--- src/rtl/bus_rr_router.sv ---
// Shared-bus round-robin arbiter and packet router: grants one source per
// transaction, pops its head packet and pushes it to the addressed receiver(s).
module bus_rr_router #(
    parameter int         drvrs     = 4,
    parameter int         pckg_sz   = 16,
    parameter logic [7:0] broadcast = 8'hFF
) (
    input  logic                     clk,
    input  logic                     reset,
    input  logic [drvrs-1:0]         pndng,
    input  logic [drvrs*pckg_sz-1:0] D_pop,
    output logic [drvrs-1:0]         pop,
    output logic [drvrs-1:0]         push,
    output logic [pckg_sz-1:0]       D_push,
    output logic [3:0]               grant_id,
    output logic                     busy,
    output logic                     err_drop,
    output logic [15:0]              pkt_cnt
);

    typedef enum logic [1:0] {IDLE, READ, PUSH} state_t;

    localparam logic [drvrs-1:0] ONE  = drvrs'(1);
    localparam logic [7:0]       NDEV = 8'(drvrs);
    localparam logic [4:0]       NDW  = 5'(drvrs);

    state_t               state, state_nx;
    logic [3:0]           last;
    logic [3:0]           winner;
    logic                 found;
    logic [4:0]           start, off, sum;
    logic [2*drvrs-1:0]   dbl, rot;
    logic [drvrs-1:0]     gsel;
    logic                 rd_ok;
    logic                 deliver;
    logic [pckg_sz-1:0]   head;
    logic [7:0]           dest;

    // Rotate the request vector so bit 0 is the device after 'last', then
    // take the lowest set bit and map it back to an absolute index.
    always_comb begin
        start = {1'b0, last} + 5'd1;
        dbl   = {pndng, pndng};
        rot   = dbl >> start;
        found = 1'b0;
        off   = '0;
        for (int j = 0; j < drvrs; j++) begin
            if (!found && rot[j]) begin
                found = 1'b1;
                off   = 5'(j);
            end
        end
        sum = start + off;
        if (sum >= NDW) sum = sum - NDW;
        if (sum >= NDW) sum = sum - NDW;
        winner = sum[3:0];
    end

    always_comb begin
        head = '0;
        for (int i = 0; i < drvrs; i++)
            if (grant_id == 4'(i)) head = D_pop[i*pckg_sz +: pckg_sz];
    end

    assign gsel  = ONE << grant_id;
    assign rd_ok = (pndng & gsel) != '0;
    assign dest  = D_push[pckg_sz-1 -: 8];
    assign busy  = (state != IDLE);

    always_comb begin
        state_nx = state;
        pop      = '0;
        push     = '0;
        err_drop = 1'b0;
        deliver  = 1'b0;
        case (state)
            IDLE: if (found) state_nx = READ;
            READ: begin
                if (rd_ok) begin
                    pop      = gsel;
                    state_nx = PUSH;
                end else begin
                    state_nx = IDLE;
                end
            end
            PUSH: begin
                state_nx = IDLE;
                if (dest == broadcast) begin
                    push    = ~gsel;
                    deliver = 1'b1;
                end else if (dest < NDEV) begin
                    push    = ONE << dest;
                    deliver = 1'b1;
                end else begin
                    err_drop = 1'b1;
                end
            end
            default: state_nx = IDLE;
        endcase
        // Reset wins in its own cycle: an in-flight packet is discarded.
        if (reset) begin
            pop      = '0;
            push     = '0;
            err_drop = 1'b0;
            deliver  = 1'b0;
        end
    end

    always_ff @(posedge clk) begin
        if (reset) begin
            state    <= IDLE;
            grant_id <= '0;
            last     <= 4'(drvrs-1);
            D_push   <= '0;
            pkt_cnt  <= '0;
        end else begin
            state <= state_nx;
            if (state == IDLE && found) begin
                grant_id <= winner;
                last     <= winner;
            end
            // D_push doubles as the packet register, so it holds outside PUSH.
            if (state == READ && rd_ok) D_push <= head;
            if (deliver) pkt_cnt <= pkt_cnt + 16'd1;
        end
    end

endmodule

--- config.mk ---
export PLATFORM = sky130hd
export DESIGN_NAME = bus_rr_router
export DESIGN_NICKNAME = d
export VERILOG_FILES = /design/src/rtl/bus_rr_router.sv
export SDC_FILE = /design/constraint.sdc
export NUM_CORES = 1
export LEC_CHECK = 0
export ABC_AREA = 1
export ABC_CLOCK_PERIOD_IN_PS = 5240
export CORE_MARGIN = 5
export CORE_UTILIZATION = 45
export DETAILED_ROUTE_END_ITERATION = 7
export GPL_ROUTABILITY_DRIVEN = 0
export PLACE_DENSITY = 0.86
export SYNTH_ARGS = -nofsm -noshare
export SYNTH_HDL_FRONTEND = slang
export SYNTH_SLANG_ARGS = --single-unit
--- constraint.sdc ---
create_clock -name clk -period 5.24 [get_ports clk]
set_clock_uncertainty 0.1 [all_clocks]
set_input_delay 1.572 -clock clk [delete_from_list [all_inputs] [get_ports clk]]
set_output_delay 1.572 -clock clk [all_outputs]
set_load 0.05 [all_outputs]
==> impl_results.md, run 1 <==
* Result of the run: completed
* Number of hold-repair buffers added at the cts stage at 0
* Number of top-level pins at about 120
* Highest metal used: met4
* Via density per instance at 5.18
* P per Cell Area at about 440 mW/mm2
* Wire length the detailed router placed on met1 at approximately 3.7 mm
* Chain of cells forming the critical path: clkdlybuf4s50_1 > inv_1 > o2111ai_4 > nand2_4 > nor2_2 > inv_2 > nor2_1 > buf_12
* Highest attainable clock frequency at 201 MHz
* Data required time at the worst endpoint at 3570 ps
* Placeable core region at 0.00639 mm2
* Net total in the final layout at about 680
* Number of enable flip-flop cells after synthesis at 0
* Setup TNS at 0 ps
* Worst-Margin Slew at 1130 ps
* Antenna violations before repair at 0
* Critical path peak fanout at 17
* Leakage power at 1.91 nW
* Worst Hold Slack at approximately 380 ps
* Area delta synth->final at 45.6%
* Initial DRC count at 222
* Slew Viols, Final at 0
* Reg-to-Reg End: grant_id[3]$_SDFFE_PP0P_
* First-pass detailed-route iteration total at 4
* Cell with the largest stage delay on the worst path: clkdlybuf4s50_1
* Initial standard-cell utilization of the core at 0.467
* Inserted Diodes at 0
* Via count of the first global-routing pass at 3,373
* Rel. slew slack at 0.246
* Number of buffers created by CTS at 5
* Sinks on Clock Net at 40
* Height of the chip at around 90 um
* Reg2Reg Depth at 24
* Launch point of the worst reg-to-reg path: grant_id[2]$_SDFFE_PP0P_
* Slowest cell delay on critical path at 480 ps
* TritonCTS clock tree: yes
* Crit path launch: pndng[2]
* Net count of the mapped netlist at roughly 580
* Root Buffer: clkbuf_8
* Global-route wire length before repair at 15.4 mm
* Average footprint of a synthesized cell at 5.97 um2
* Maximum capacitance violations at 0
* Congestion Overflow GR at 0
* Die width at 91.4 um
* Clk pin slew, worst setup/hold paths at roughly 70 ps
* Placed wire-length estimate after detailed placement at roughly 7.4 mm
* DRC violation count after routing at 0
* Count of nets left with antenna violations after detail routing at 0
* Final-report hold violation count at 0
* Final Cycle Share at 0.948
* Number of placement rows at 29
* Worst-case clock buffer depth at 2
* Area of the mapped netlist at 0.00298 mm2
* Clock period minus final worst setup slack at 4970 ps
* Synthesis-stage register bit count at 40
* VDD IR max at around 0.51 mV
* Launch instance of the worst min-delay path: D_push[2]$_SDFFE_PP0P_
* Count of H-tree levels built during CTS at 2
* Power consumption at 1.92 mW
* Area contributors post-synth: dfxtp_1, nand2_1, nand3_1
* Port bufs at 115
* Post-synth top area share at 0.269
* Worst hold path depth at 2
* Maximum number of pins on one net before global-route repair at 41
* Worst setup path endpoint: pop[1]
* Avg WL per Cell at about 14 um
* Buffer count from post-CTS setup fixing at 0
* Startpoint class of the critical path: input pin
* Post-synthesis cell type with the largest combined area: dfxtp_1
* Count of unique library cells instantiated by Yosys at 35
* Kind of path behind the tightest hold check: reg -> reg
* GRT Overall Usage at 0.220
* Count of synthesis-stage warnings from yosys at 0
* Kind of capture point of the worst setup path: output port
* Dominant synthesized flop cell: dfxtp_1
* Total number of vias at 3,541
* Total wirelength of the detailed-routed design at 9.34 mm
* CP Data Arrival Time at approximately 3300 ps
* RSZ-0062 raised after global routing: false
* Sequential share of the synthesized area at 0.269
* Final setup violating endpoints at 0
* Detail Route met2 WL at 4.64 mm
* Synth Instances at 499
* Layout cell share with drive strength beyond 1 at 0.0593
* Setup slack of the most critical reg-to-reg path at 1430 ps
* Latest clock arrival within the worst-skew pair at a little under 300 ps
* Async set-or-reset flop fraction in the synthesized netlist at 0
* Metal3 WL at 722 um
* Path type of the worst setup path: in -> out
* Die ar. at 0.00835 mm2
[metal layers]
metal,vias to the layer above,track usage
met5,-,0
met4,0,0.0697
met3,21,0.0496
met2,124,0.390
met1,1591,0.259
li1,1805,-
[what timing repair did]
action                                  CTS  global route
endpoints found under the setup margin    0             1
hold endpoints to repair                  0             0
gates resized for setup                   0             1
[where the power goes]
part / internal (mW) / total (mW) / leakage [nW] / switching, mW
clock network: 0.141 / 0.248 / 0.0552 / 0.106
registers: 0.361 / 0.435 / 0.325 / 0.0742
logic: 0.440 / 1.24 / 1.53 / 0.801
[cell families (layout without fill, tap and decap cells)]
kind of cell             count (synthesis)  count (layout)  share of synthesized area
AND/OR/NAND/NOR                        305             305                      0.449
AO/OA/AOI/OAI                           49              49                     0.0982
flip-flops                              40              40                      0.269
buffers and inverters                   90             198                      0.129
adder cells (fa/ha/maj)                  7               7                     0.0319
XOR/XNOR                                 8               8                     0.0235
[cells in the mapped netlist (all sizes together) (2+ instances only)]
library cell	count
nand2	116
nor2	98
nand3	78
inv	71
dfxtp	40
a21oi	20
o22ai	16
buf	14
o21ai	9
ha	6
nor3	6
xor2	6
nand4	5
clkbuf	4
xnor2	2
[worst min path at each step]
| stage | to |
|---|---|
| detailed placement | D_push[2]$_SDFFE_PP0P_ |
| global placement | D_push[5]$_SDFFE_PP0P_ |
| floorplan | last[1]$_SDFFE_PP1P_ |
| global route | D_push[2]$_SDFFE_PP0P_ |
| CTS | D_push[2]$_SDFFE_PP0P_ |
| finish | D_push[2]$_SDFFE_PP0P_ |
[flip-flops by register name, indices dropped and copies added, names as in the netlist]
signal	cells
pkt_cnt	16
grant_id	4
state	2
last	2
D_push	16
[worst max-delay path, delay by kind of cell]
family / cells / cell delay (ps)
buffers and inverters: 4 / 790
AND/OR/NAND/NOR: 3 / 460
AO/OA/AOI/OAI: 1 / 460
[cell usage in the layout (no fill, tap or decap), types with 2 or more instances in the layout]
| master | n |
|---|---|
| clkbuf_8 | 5 |
| nand2_2 | 2 |
| a21oi_1 | 20 |
| inv_2 | 5 |
| buf_12 | 9 |
| dfxtp_1 | 40 |
| nand3_4 | 2 |
| ha_1 | 6 |
| nand4_1 | 4 |
| xor2_1 | 6 |
| nor2_1 | 94 |
| nor3_1 | 6 |
| xnor2_1 | 2 |
| nand2_1 | 113 |
| o22ai_1 | 16 |
| nand3_1 | 76 |
| clkdlybuf4s50_1 | 106 |
| o21ai_0 | 8 |
| inv_1 | 65 |
| nor2_2 | 2 |
| buf_4 | 3 |
[cell type report]
class | count | area, um2
Inverter | 72 | 273
Clock buffer | 6 | 72.6
Tap cell | 77 | 96.3
Fill cell | 596 | 2050
Clock inverter | 2 | 35.0
Sequential cell | 40 | 801
Timing Repair Buffer | 118 | 1260
Multi-Input combinational cell | 369 | 1800
[per-stage QoR]
step	utilization	instances	area (um2)	setup WS, ps
floorplan	-	499	2980	748
global placement	0.662	676	4230	234
detailed placement	0.662	676	4230	71.2
CTS	0.679	684	4340	256
global route	0.679	684	4340	11.7
finish	0.679	684	4340	275
No activity file was read; power rests on OpenSTA's default activity.
==> run 2, diff against run 1 <==
- ABC_CLOCK_PERIOD_IN_PS: 5240 -> 5100
- CORE_ASPECT_RATIO: default -> 1.5
- PLACE_DENSITY: 0.86 -> default
- PLACE_DENSITY_LB_ADDON: default -> 0.1
- clock period: 5.24 -> 5.1 ns (I/O delays scaled with it)
==> run 2 against run 1 <==
Net effect:
- global-route usage increased by 0.66 points
- hold slack got worse by 1.7 ps
- clock power is 19% lower
- first-iteration DRC count shrank 25%
- via count down 0.73%
- sequential power rose by 3%
- power increased by 3.2%
- worst setup slack improved by 39 ps
- critical path depth is 18 higher
- die area up 0.41%
- sequential cell count stayed put
- routed wire length rose by 2.5%
- critical path type is now in -> reg
==> impl_results.md, run 2 (synthesis results as in run 1) <==
* Result of the run: completed (unchanged)
* Maximum number of pins on one net before global-route repair at 41 (unchanged)
* Net total in the final layout at 688 (was 683)
* Kind of capture point of the worst setup path: flop (was output port)
* Avg WL per Cell at 13.9 um (was 13.7 um)
* P per Cell Area at 456 mW/mm2 (was 443 mW/mm2)
* Inserted Diodes at 0 (unchanged)
* Number of top-level pins at 116 (unchanged)
* Number of placement rows at 36 (was 29)
* Startpoint class of the critical path: input pin (unchanged)
* Leakage power at 1.92 nW (was 1.91 nW)
* CP Data Arrival Time at 4890 ps (was 3290 ps)
* Root Buffer: clkbuf_8 (unchanged)
* First-pass detailed-route iteration total at 5 (was 4)
* Clock period minus final worst setup slack at 4790 ps
* DRC violation count after routing at 0 (unchanged)
* Critical path peak fanout at 4 (was 17)
* Top library cells by usage in the layout, fill and taps aside: nand2_1, clkdlybuf4s50_1, nor2_1 (unchanged)
* Area delta synth->final at 45.9% (was 45.6%)
* Count of H-tree levels built during CTS at 2 (unchanged)
* Final-report hold violation count at 0 (unchanged)
* Register Area at 801 um2 (unchanged)
* Via count of the first global-routing pass at 3,274 (was 3,373)
* Total number of vias at 3,515 (was 3,541)
* Path type of the worst setup path: in -> reg (was in -> out)
* Latest clock arrival within the worst-skew pair at 300 ps (was 290 ps)
* Final setup violating endpoints at 0 (unchanged)
* Congestion Overflow GR at 0 (unchanged)
* GRT Overall Usage at 0.226 (was 0.220)
* Final Cycle Share at 0.938
* Registers with the most flip-flops: D_push x16, pkt_cnt x16, grant_id x4 (unchanged)
* Initial DRC count at 166 (was 222)
* Power consumption at 1.98 mW (was 1.92 mW)
* Most common cell after layout, fill and taps aside: nand2_1 (unchanged)
* Placeable core region at 0.00649 mm2 (was 0.00639 mm2)
* Kind of path behind the tightest hold check: reg -> reg (unchanged)
* Rel. slew slack at 0.648 (was 0.246)
* Count of nets left with antenna violations after detail routing at 0 (unchanged)
* Global-route wire length before repair at 15.6 mm (was 15.4 mm)
* Maximum capacitance violations at 0 (unchanged)
* Die width at 76.5 um (was 91.4 um)
* Fin util at 0.670 (was 0.679)
* Number of buffers created by CTS at 5 (unchanged)
* Antenna violations before repair at 0 (unchanged)
* Worst-Margin Slew at 527 ps (was 1130 ps)
* Sinks on Clock Net at 40 (unchanged)
* Number of fillers in the final layout at 619 (was 596)
* Initial standard-cell utilization of the core at 0.459 (was 0.467)
* Worst-case clock buffer depth at 2 (unchanged)
* Port bufs at 115 (unchanged)
* Clk pin slew, worst setup/hold paths at 70 ps (about the same)
* VDD IR max at 0.240 mV (was 0.506 mV)
* Height of the chip at 110 um (was 91.4 um)
* Slew Viols, Final at 0 (unchanged)
* Die ar. at 0.00838 mm2 (was 0.00835 mm2)
* Data required time at the worst endpoint at 5200 ps (was 3570 ps)
* Via density per instance at 5.12 (was 5.18)
* TritonCTS clock tree: yes (unchanged)
* Placed wire-length estimate after detailed placement at 7.45 mm (was 7.44 mm)
* Area used by multi-input combinational logic at 0.00180 mm2 (about the same)
* Total wirelength of the detailed-routed design at 9.58 mm (was 9.34 mm)
* Layout cell share with drive strength beyond 1 at 0.0671 (was 0.0593)
* Highest attainable clock frequency at between 200 and 250 MHz
==> run 2: metal layers <==
layer / routed length, um / part of all wire / vias to the layer above / track usage
met5: 0 / 0 / - / 0
met4: 174 / 0.018 / 0 / 0.0725
met3: 571 / 0.060 / 16 / 0.0393
met2: 4710 / 0.49 / 122 / 0.382
met1: 4120 / 0.43 / 1568 / 0.293
li1: - / - / 1809 / -
==> run 2: final timing paths <==
kind	from	to	slack, ps	cells past startpoint
hold / removal	D_push[5]$_SDFFE_PP0P_	D_push[5]$_SDFFE_PP0P_	380	2
setup reg to reg	grant_id[2]$_SDFFE_PP0P_	grant_id[3]$_SDFFE_PP0P_	1350	23
hold reg to reg	D_push[5]$_SDFFE_PP0P_	D_push[5]$_SDFFE_PP0P_	380	2
setup / recovery	pndng[2]	grant_id[3]$_SDFFE_PP0P_	310	26
==> run 2: metrics by stage <==
stage	worst slack [ps]	std cells	setup TNS (ps)	cell area, um2	hold WS [ps]
2_1_floorplan	692	499	0	2980	402
3_3_place_gp	138	677	0	4240	358
3_5_place_dp	-16.5	677	-16.5	4240	365
4_1_cts	294	684	0	4320	383
5_1_grt	-14.2	687	-14.8	4350	405
6_report	314	687	0	4350	375
==> run 2: worst max-delay path, stage by stage <==
cell,delay [ps]
clkdlybuf4s50_1,420
inv_1,110
nand2_1,90
nand3_1,100
nand3_1,120
o21bai_1,210
a31oi_1,110
ha_1,220
fa_1,390
inv_1,60
nand2_1,70
nand2_2,110
inv_1,50
ha_1,180
nand3_1,100
nand4_1,120
nand2_1,90
inv_1,50
ha_1,190
and3_1,180
a21oi_1,110
nand3_1,80
nand2_1,60
nand2_1,50
inv_1,50
nor2_1,30
==> run 2: what timing repair did <==
item | in CTS | in global routing
hold buffers | 0 | 0
gates resized for setup | 0 | 2
endpoints found under the setup margin | 0 | 2
buffers inserted | 0 | 3
endpoints found under the hold margin | 0 | 0
==> run 2: layout make-up <==
class / instances / area share
Sequential cell: 40 / 0.184
Inverter: 72 / 0.0627
Clock inverter: 1 / 0.00115
Tap cell: 76 / 0.0219
Multi-Input combinational cell: 369 / 0.414
Clock buffer: 6 / 0.0167
Timing Repair Buffer: 123 / 0.299
==> run 2: power breakdown <==
part / leakage (nW) / internal (mW) / total [mW] / switching [mW]
logic: 1.56 / 0.489 / 1.34 / 0.846
registers: 0.325 / 0.371 / 0.447 / 0.0760
clock network: 0.0410 / 0.0931 / 0.202 / 0.109
total: 1.92 / 0.953 / 1.98 / 1.03
